## src/rtl/img_stream_pkg.sv

```systemverilog
// Shared types and constants for the image stream monitor.
package img_stream_pkg;

  typedef enum logic [1:0] {
    IDLE   = 2'd0,
    ACTIVE = 2'd1,
    TAIL   = 2'd2
  } mon_state_t;

  // Channel index within a pixel; the bit offset is index*DATA_W (R sits in the MSBs)
  localparam int R_OFS = 32'sd2;
  localparam int G_OFS = 32'sd1;
  localparam int B_OFS = 32'sd0;

  function automatic int beats_per_line(input int img_w, input int pix_per_clk);
    return img_w / pix_per_clk;
  endfunction

endpackage

```

## src/rtl/img_beat_sum.sv

```systemverilog
// Combinational sum of all channel bytes carried by one beat.
module img_beat_sum #(
  parameter int N_BYTES = 6,
  parameter int DATA_W  = 8,
  parameter int SUM_W   = DATA_W + $clog2(N_BYTES)
) (
  input  logic [N_BYTES*DATA_W-1:0] data,
  output logic [SUM_W-1:0]          sum
);

  // zero-extend every byte to the result width before adding
  always_comb begin
    sum = '0;
    for (int i = 0; i < N_BYTES; i++) begin
      sum = sum + SUM_W'(data[i*DATA_W +: DATA_W]);
    end
  end

endmodule

```

## src/rtl/img_stream_monitor.sv

```systemverilog
// Pixel-stream framing monitor: checks VSYNC/HSYNC framing, counts beats/lines/frames, checksums frames.
// Define MON_MINMAX_EN to add per-channel min/max outputs latched on each clean frame.
module img_stream_monitor
  import img_stream_pkg::*;
#(
  parameter int PIX_PER_CLK = 2,
  parameter int DATA_W      = 8,
  parameter int IMG_W       = 768,
  parameter int IMG_H       = 512,
  parameter int CHK_W       = 32
) (
  input  logic                            HCLK,
  input  logic                            HRESETn,
  input  logic                            VSYNC,
  input  logic                            HSYNC,
  input  logic [PIX_PER_CLK*3*DATA_W-1:0] DATA_IN,
  input  logic                            clr_err,
  output logic                            frame_done,
  output logic [15:0]                     frame_cnt,
  output logic [CHK_W-1:0]                checksum,
`ifdef MON_MINMAX_EN
  output logic [DATA_W-1:0]               min_r,
  output logic [DATA_W-1:0]               max_r,
  output logic [DATA_W-1:0]               min_g,
  output logic [DATA_W-1:0]               max_g,
  output logic [DATA_W-1:0]               min_b,
  output logic [DATA_W-1:0]               max_b,
`endif
  output logic                            err_line_short,
  output logic                            err_line_long,
  output logic                            err_frame,
  output logic                            busy
);

  localparam int BEATS   = beats_per_line(IMG_W, PIX_PER_CLK);
  localparam int N_BYTES = 3 * PIX_PER_CLK;
  localparam int SUM_W   = DATA_W + $clog2(N_BYTES);
  localparam int BEAT_W  = $clog2(BEATS + 1);
  localparam int LINE_W  = $clog2(IMG_H + 1);
  localparam logic [BEAT_W-1:0] BEATS_V     = BEAT_W'(BEATS);
  localparam logic [BEAT_W-1:0] BEAT_ONE    = BEAT_W'(1);
  localparam logic [LINE_W-1:0] LINE_ONE    = LINE_W'(1);
  localparam logic [LINE_W-1:0] LAST_LINE_V = LINE_W'(IMG_H - 1);

  mon_state_t        state_r, state_nxt_s;
  logic [BEAT_W-1:0] beat_cnt_r;
  logic [LINE_W-1:0] line_cnt_r;
  logic [CHK_W-1:0]  acc_r;
  logic              hsync_d_r;
  logic              frm_err_r;
  logic              frame_done_r;
  logic [15:0]       frame_cnt_r;
  logic [CHK_W-1:0]  checksum_r;
  logic              err_short_r, err_long_r, err_frame_r, busy_r;

  logic              start_s, beat_s, fall_s, frame_end_s, clean_s;
  logic              evt_short_s, evt_long_s, evt_frame_s;
  logic [SUM_W-1:0]  beat_sum_s;
  logic [CHK_W-1:0]  beat_sum_ext_s;

  img_beat_sum #(
    .N_BYTES (N_BYTES),
    .DATA_W  (DATA_W),
    .SUM_W   (SUM_W)
  ) u_beat_sum (
    .data (DATA_IN),
    .sum  (beat_sum_s)
  );

  assign beat_sum_ext_s = CHK_W'(beat_sum_s);
  assign clean_s        = ~frm_err_r & ~evt_short_s;

  // state register
  always_ff @(posedge HCLK or negedge HRESETn) begin
    if (!HRESETn) begin
      state_r <= IDLE;
    end else begin
      state_r <= state_nxt_s;
    end
  end

  // next state and per-cycle framing events; VSYNC always wins over line handling
  always_comb begin
    state_nxt_s = state_r;
    start_s     = 1'b0;
    beat_s      = 1'b0;
    fall_s      = 1'b0;
    frame_end_s = 1'b0;
    evt_short_s = 1'b0;
    evt_long_s  = 1'b0;
    evt_frame_s = 1'b0;
    case (state_r)
      IDLE: begin
        if (VSYNC) begin
          start_s     = 1'b1;
          state_nxt_s = ACTIVE;
        end else if (HSYNC) begin
          evt_frame_s = 1'b1;
        end else begin
          state_nxt_s = IDLE;
        end
      end
      ACTIVE: begin
        if (VSYNC) begin
          evt_frame_s = 1'b1;
          start_s     = 1'b1;
        end else if (HSYNC) begin
          if (beat_cnt_r == BEATS_V) begin
            evt_long_s = 1'b1;
          end else begin
            beat_s = 1'b1;
          end
        end else if (hsync_d_r) begin
          fall_s      = 1'b1;
          evt_short_s = (beat_cnt_r != BEATS_V);
          if (line_cnt_r == LAST_LINE_V) begin
            frame_end_s = 1'b1;
            state_nxt_s = TAIL;
          end else begin
            state_nxt_s = ACTIVE;
          end
        end else begin
          state_nxt_s = ACTIVE;
        end
      end
      TAIL: begin
        if (VSYNC) begin
          start_s     = 1'b1;
          state_nxt_s = ACTIVE;
        end else begin
          state_nxt_s = IDLE;
        end
      end
      default: begin
        state_nxt_s = IDLE;
      end
    endcase
  end

  // counters, accumulator, frame results and sticky error flags
  always_ff @(posedge HCLK or negedge HRESETn) begin
    if (!HRESETn) begin
      beat_cnt_r   <= '0;
      line_cnt_r   <= '0;
      acc_r        <= '0;
      hsync_d_r    <= 1'b0;
      frm_err_r    <= 1'b0;
      frame_done_r <= 1'b0;
      frame_cnt_r  <= 16'd0;
      checksum_r   <= '0;
      err_short_r  <= 1'b0;
      err_long_r   <= 1'b0;
      err_frame_r  <= 1'b0;
      busy_r       <= 1'b0;
    end else begin
      hsync_d_r <= HSYNC;
      busy_r    <= (state_nxt_s != IDLE);

      // a beat arriving with VSYNC is beat 1 of the new frame
      if (start_s) begin
        beat_cnt_r <= HSYNC ? BEAT_ONE : '0;
        line_cnt_r <= '0;
        acc_r      <= HSYNC ? beat_sum_ext_s : '0;
        frm_err_r  <= 1'b0;
      end else begin
        if (beat_s) begin
          beat_cnt_r <= beat_cnt_r + BEAT_ONE;
          acc_r      <= acc_r + beat_sum_ext_s;
        end else if (fall_s) begin
          beat_cnt_r <= '0;
          line_cnt_r <= line_cnt_r + LINE_ONE;
        end else begin
          beat_cnt_r <= beat_cnt_r;
        end
        frm_err_r <= frm_err_r | evt_short_s | evt_long_s;
      end

      // results are registered on the edge entering TAIL so the pulse is visible during TAIL
      if (frame_end_s && clean_s) begin
        frame_done_r <= 1'b1;
        checksum_r   <= acc_r;
        frame_cnt_r  <= frame_cnt_r + 16'd1;
      end else begin
        frame_done_r <= 1'b0;
      end

      // a new error event has priority over the clear
      if (evt_short_s)  err_short_r <= 1'b1;
      else if (clr_err) err_short_r <= 1'b0;
      else              err_short_r <= err_short_r;

      if (evt_long_s)   err_long_r <= 1'b1;
      else if (clr_err) err_long_r <= 1'b0;
      else              err_long_r <= err_long_r;

      if (evt_frame_s)  err_frame_r <= 1'b1;
      else if (clr_err) err_frame_r <= 1'b0;
      else              err_frame_r <= err_frame_r;
    end
  end

  assign frame_done     = frame_done_r;
  assign frame_cnt      = frame_cnt_r;
  assign checksum       = checksum_r;
  assign err_line_short = err_short_r;
  assign err_line_long  = err_long_r;
  assign err_frame      = err_frame_r;
  assign busy           = busy_r;

`ifdef MON_MINMAX_EN
  logic [2:0][DATA_W-1:0] bmin_s, bmax_s, mmin_s, mmax_s;
  logic [2:0][DATA_W-1:0] run_min_r, run_max_r, out_min_r, out_max_r;
  logic [DATA_W-1:0]      chan_s;

  // extremes within this beat, then merged with the running frame extremes
  always_comb begin
    bmin_s = '1;
    bmax_s = '0;
    chan_s = '0;
    for (int p = 0; p < PIX_PER_CLK; p++) begin
      for (int c = 0; c < 3; c++) begin
        chan_s    = DATA_IN[(p*3 + c)*DATA_W +: DATA_W];
        bmin_s[c] = (chan_s < bmin_s[c]) ? chan_s : bmin_s[c];
        bmax_s[c] = (chan_s > bmax_s[c]) ? chan_s : bmax_s[c];
      end
    end
    for (int c = 0; c < 3; c++) begin
      mmin_s[c] = (bmin_s[c] < run_min_r[c]) ? bmin_s[c] : run_min_r[c];
      mmax_s[c] = (bmax_s[c] > run_max_r[c]) ? bmax_s[c] : run_max_r[c];
    end
  end

  // running extremes track accumulated beats only and are published with the checksum
  always_ff @(posedge HCLK or negedge HRESETn) begin
    if (!HRESETn) begin
      run_min_r <= '1;
      run_max_r <= '0;
      out_min_r <= '0;
      out_max_r <= '0;
    end else begin
      if (start_s) begin
        run_min_r <= HSYNC ? bmin_s : '1;
        run_max_r <= HSYNC ? bmax_s : '0;
      end else if (beat_s) begin
        run_min_r <= mmin_s;
        run_max_r <= mmax_s;
      end else begin
        run_min_r <= run_min_r;
        run_max_r <= run_max_r;
      end
      if (frame_end_s && clean_s) begin
        out_min_r <= run_min_r;
        out_max_r <= run_max_r;
      end else begin
        out_min_r <= out_min_r;
        out_max_r <= out_max_r;
      end
    end
  end

  assign min_r = out_min_r[R_OFS];
  assign max_r = out_max_r[R_OFS];
  assign min_g = out_min_r[G_OFS];
  assign max_g = out_max_r[G_OFS];
  assign min_b = out_min_r[B_OFS];
  assign max_b = out_max_r[B_OFS];
`endif

endmodule

```

## config.mk

```make
export PLATFORM = sky130hd
export DESIGN_NAME = img_stream_monitor
export DESIGN_NICKNAME = d
export VERILOG_FILES = /design/src/rtl/img_stream_pkg.sv /design/src/rtl/img_beat_sum.sv /design/src/rtl/img_stream_monitor.sv
export SDC_FILE = /design/constraint.sdc
export NUM_CORES = 1
export LEC_CHECK = 0
export ABC_AREA = 0
export CORE_MARGIN = 1
export CORE_UTILIZATION = 50
export CTS_CLUSTER_SIZE = 14
export DETAILED_ROUTE_END_ITERATION = 12
export GPL_TIMING_DRIVEN = 0
export PLACE_DENSITY = 0.75
export SYNTH_ARGS = -nofsm -noshare
export SYNTH_HDL_FRONTEND = slang
export SYNTH_SLANG_ARGS = --single-unit
```

## constraint.sdc

```tcl
create_clock -name HCLK -period 2.7 [get_ports HCLK]
set_input_delay 0.81 -clock HCLK [delete_from_list [all_inputs] [get_ports HCLK]]
set_output_delay 0.81 -clock HCLK [all_outputs]
set_load 0.05 [all_outputs]
```

[Yosys cells after proc, flatten, opt, wreduce, memory -nomap -nowiden]
Index checks and enable logic that the tools add are counted.
Operators by class
  add/subtract/negate cells: 9
  equal/unequal tests: 6
  mux-type cells: 50
  bitwise operators: 5
  reduce and logical (&&, ||, !) cells: 11
Operators with widths (number)
  $mux W32: 2
  $add A11 B8 Y11: 4
  $mux W1: 33
  $add A32 B11 Y32: 1
  $mux W10: 3
  $mux W9: 3
  $add A16 B1 Y16 const B: 1
  $mux W2: 6
  $reduce_bool A2 Y1: 6
  $mux W11: 1
  $add A10 B1 Y10 const B: 1
  $eq A10 B9 Y1 const B: 1
  $add A8 B8 Y9: 1
  $add A9 B1 Y9 const B: 1
  $eq A9 B9 Y1 const B: 1
  $ne A9 B9 Y1 const B: 1
  $pmux W2 S3: 1
  $reduce_bool A3 Y1: 1
  $reduce_or A3 Y1: 1
  $eq A2 B1 Y1 const B: 1
  $eq A2 B2 Y1 const B: 1
  $logic_not A2 Y1: 1
  $ne A2 B2 Y1 const B: 1
  $not A1 Y1: 2
  5 further kinds: 6
Word-level totals
  flip-flop bits (word level): 108
  output and inout bits: 53
  word-level logic and storage cells: 94

[Depth between registers and ports, before layout]
  depth in word-level cells: 9
  depth in mapped cells: 29
  depth with buffers taken out: 27

[By module]
From an unflattened synthesis, not the netlist that was laid out.
Second synthesis, totals
  cell total of the unflattened synthesis: 728
  area total of the unflattened synthesis: 6627.6 um^2
Modules (own cells, without submodules)
  img_stream_monitor: instances 1, cells an instance 577, area an instance 5376.4 um^2
  img_beat_sum: instances 1, cells an instance 151, area an instance 1251.2 um^2

[Least setup slack after synthesis]
No wires, ideal clock.
  kind: in2reg
  from: input port DATA_IN[1]
  to: register acc_r[15]
  library setup time: 0.078 ns
  data arrival time: 6.108 ns
  required time: 2.622 ns
  setup slack: -3.485 ns
  stages on the path: 26
  path through: ha_1 a21o_1 a21oi_1 o21ai_0 o41ai_1 xnor2_1 fa_1 fa_1 inv_1 fa_1 inv_1 ha_1 nor4_1 o21ai_0 nand2_1 nor2_1 xor2_1 ha_1 a21oi_1 o21ai_0 a31o_2 a21oi_1 clkbuf_1 clkbuf_1 o21ai_0 a21oi_1
On the way
  word-level cells in the longest chain between the ends: 8
RTL lines
  start: declaration: RTL line img_stream_monitor.sv:16  | input logic [PIX_PER_CLK*3*DATA_W-1:0] DATA_IN,
  $add A8 B8 Y9: RTL line img_beat_sum.sv:15  | sum = sum + SUM_W'(data[i*DATA_W +: DATA_W]);
  $add A11 B8 Y11 (4 in series): RTL line img_beat_sum.sv:15
  $add A32 B11 Y32: RTL line img_stream_monitor.sv:168  | acc_r <= acc_r + beat_sum_ext_s;
  $mux W32: RTL line img_stream_monitor.sv:166  | if (beat_s) begin
  $mux W32: RTL line img_stream_monitor.sv:160  | if (start_s) begin
  end signal: assignment: RTL line img_stream_monitor.sv:163  | acc_r <= HSYNC ? beat_sum_ext_s : '0;
  end signal: assignment: RTL line img_stream_monitor.sv:168
  end: declaration: RTL line img_stream_monitor.sv:48  | logic [CHK_W-1:0] acc_r;
Every way passes these cells. The select of a mux whose other input is x is not followed.
A chain may end at the register's enable or synchronous reset.

[Worst setup path after layout]
  from: input port DATA_IN[9]
  to: register acc_r[11]
The elaborated chain is that of the path after synthesis.

==> impl_metrics.json <==
{
  "cap_violations": 0,
  "cts_buffers": 9,
  "internal_power_mw": 6.93,
  "io_pins": 106,
  "worst-r2r-cell-count": 9,
  "critPathMaxStageDelay_ps": 520,
  "fp.dieH_um": 117,
  "syn_to_final_growth_pct": 43.0,
  "worstPathRequired_ps": 2950,
  "synth_edf_count": 0,
  "vias": 6209,
  "vias_per_cell": 5.81,
  "ys_seq_area_share_pct": 40.7,
  "firstDrtPassIters": 7,
  "ctsHoldBuffers": 0,
  "drtIter0Drc": 551,
  "synth_top_family_by_area": "simple AND/OR/NAND/NOR gates",
  "slew_viol_final": 0,
  "power_density_nw_per_um2": 1270,
  "yosys.area_share.simple_pct": 20.5,
  "synth_cell_types": 54,
  "path_clk_slew_ps": 70,
  "swShare_pct": 42.4,
  "start_util_pct": 51.9,
  "cts.path.max_buffers": 2,
  "io_buffers": 105,
  "clkSinkCount": 108,
  "synthesis.area_um2": 6640,
  "routedWlPerCell_um": 17.5,
  "violations": "setup timing",
  "whs_ps": 448,
  "tightestPinTransition_ps": 816,
  "clock_skew_ps": 9.68,
  "synth.area.mux_share_pct": 0.773,
  "p_clk_share_pct": 11.8,
  "worstPathArrival_ps": 6210,
  "grt_overflow": 0,
  "yosys_warnings": 0,
  "syn_avg_cell_area_um2": 9.11,
  "ctsHtreeMaxLevel": 3,
  "yosys.area.top_type_share_pct": 40.7,
  "synthXorXnorAreaFrac_pct": 5.68,
  "crit_fanout": 6,
  "yosys.area.top_type": "dfrtp_1",
  "insertion_delay_ps": 350,
  "grtUsageTotal_pct": 26.9,
  "power_frac_comb_pct": 73.1,
  "p_switching_mw": 5.10,
  "synthAdderAreaFrac_pct": 14.6,
  "synth_fp_nets": 843,
  "crit_path_top_delay_cell": "fa_1",
  "cts_tree": "built",
  "hp-class": "input pin to asynchronous set/reset pin",
  "hold_viol_final": 0,
  "finalCritPeriodShare_pct": 221,
  "maxSlewHeadroom_pct": 45.5,
  "r2r_end": "acc_r[24]",
  "end_kind": "flop",
  "gp_congestion": 0.876,
  "synthArstFlopShare_pct": 100,
  "dieArea_um2": 13700,
  "final_util_pct": 74.3,
  "ir_worst_vdd_v": 0.000983,
  "antenna_found_initial": 0,
  "crit_path_start_kind": "input pin",
  "nNetsFinal": 1009,
  "antenna-diode-count": 0,
  "die_w_um": 117,
  "remaining_drc_errors": 0,
  "grt_first_pass_wirelength_mm": 28.7,
  "synth_seq_cells": 108,
  "synth.area.top_cells": "dfrtp_1 (41%), nand2_1 (8.8%), fa_1 (7.8%)",
  "min_period_ps": 5960,
  "final_antenna_net_count": 0,
  "worst_slack_ps": -3260,
  "totalWireLength_mm": 18.7,
  "synthCells": 728,
  "ctsRootBufferMaster": "clkbuf_16",
  "synth_flop_cell": "dfrtp_1",
  "grt_max_degree": 66,
  "drive_above_1_share_pct": 22.1,
  "cp.buffers_inverters": 5,
  "crit_type": "input pin to flop",
  "power_frac_seq_pct": 15.1,
  "finalSetupViolCount": 31,
  "pre_cts_ws_ps": -4140,
  "hpwl_mm": 11.5,
  "rsz0062_at_grt": "yes",
  "coreArea_um2": 12800,
  "status": "complete, but fails checks",
  "cpLargestDelayFamily": "adder cells",
  "rr_startpoint": "acc_r[0]",
  "r2r_setup_slack_ps": -110,
  "synth-compound-area-share_pct": 12.9,
  "row_count": 41,
  "grt_pass1_vias": 6089,
  "cellLeakagePower_nw": 4.42,
  "fmax_mhz": 168
}
==> layout by cell type (no fill, tap or decap), drive strengths merged, types with 8 or more instances in the layout <==
cell type / instances
xnor2: 27
clkdlybuf4s50: 92
inv: 56
a21oi: 37
clkbuf: 29
o21ai: 36
buf: 60
xor2: 16
and3: 16
nor2: 51
o211ai: 8
nand2: 156
dfrtp: 108
nand3: 20
nand4: 12
ha: 36
fa: 26
a31oi: 10
a21o: 11
==> worst max path at each step <==
stage,start,endpoint,slack (ps),depth (start not counted)
final,DATA_IN[9],acc_r[11],-3260,27
after global routing,DATA_IN[9],acc_r[11],-3480,27
after CTS,DATA_IN[0],acc_r[24],-3190,30
after detailed placement,DATA_IN[0],acc_r[15],-4140,30
after global placement,DATA_IN[0],acc_r[25],-4070,29
after floorplan,DATA_IN[0],acc_r[25],-3120,28
==> through the flow <==
stage	TNS, ps	instance area, µm²	cells	power [mW]
CTS	-88040	9070	1052	10.0
finish	-90130	9490	1069	12.0
detailed placement	-148470	8110	1006	6.35
global route	-95750	9490	1069	12.5
global placement	-477360	8090	1005	6.20
floorplan	-85880	6820	728	5.48
==> layout make-up <==
cell class              count  area, µm²
plain buffers              24        149
clock buffers              10        239
clock inverters             4       73.8
fillers                   817       3290
inverters                  56        215
multi-input cells         540       4370
flip-flops and latches    108       2700
well taps                 172        215
repair buffers            155       1520
==> sequential cells by signal, indices dropped and copies added (netlist names) <==
register and cells:
beat_cnt_r 9, frame_done 1, err_frame 1, err_line_short 1, line_cnt_r 10, state_r 2, checksum 32, busy 1
hsync_d_r 1, err_line_long 1, frame_cnt 16, acc_r 32, frm_err_r 1
==> cell usage after synthesis, drive strengths merged (3+ instances only) <==
master / number
a21oi: 37
a21o: 11
buf: 5
nor3: 6
and2: 3
o41ai: 3
nand3: 20
and3: 16
clkbuf: 19
nor2: 51
a211oi: 6
o211ai: 8
o21bai: 5
o21ai: 36
dfrtp: 108
or4: 5
xnor2: 27
nand2: 156
nand4: 12
a31oi: 10
a41o: 4
nand2b: 3
and4: 4
ha: 36
xor2: 16
fa: 26
mux2i: 4
a31o: 5
inv: 55
or3: 6
==> cell families after synthesis <==
group,after synthesis
xor gates and xnor gates,43
adders and majority gates,62
DFF,108
AOI/OAI and AO/OA,136
buffers and inverters,80
muxes,5
and+or+nand+nor,294
==> timing repair <==
action	4_1_cts	5_1_grt
pin swaps	71	55
setup buffers	29	18
setup endpoints to repair	92	45
cloned	3	0
gates resized for setup	96	62
==> metal layers <==
metal / wire length (µm) / global-route usage (%) / vias up
li1: - / - / 2813
met1: 7390 / 32.7 / 3047
met2: 9450 / 46.9 / 297
met3: 1350 / 5.56 / 52
met4: 504 / 10.4 / 0
met5: 0 / 0 / -
==> power groups by stage <==
stage	logic [mW]	registers, mW	clock network, mW
final	8.79	1.82	1.42
after global routing	9.22	1.82	1.49
after CTS	6.79	1.80	1.43
after detailed placement	4.53	1.82	0
after global placement	4.38	1.82	0
after floorplan	3.68	1.80	0
Note: power is estimated with default switching activity, not from simulation.
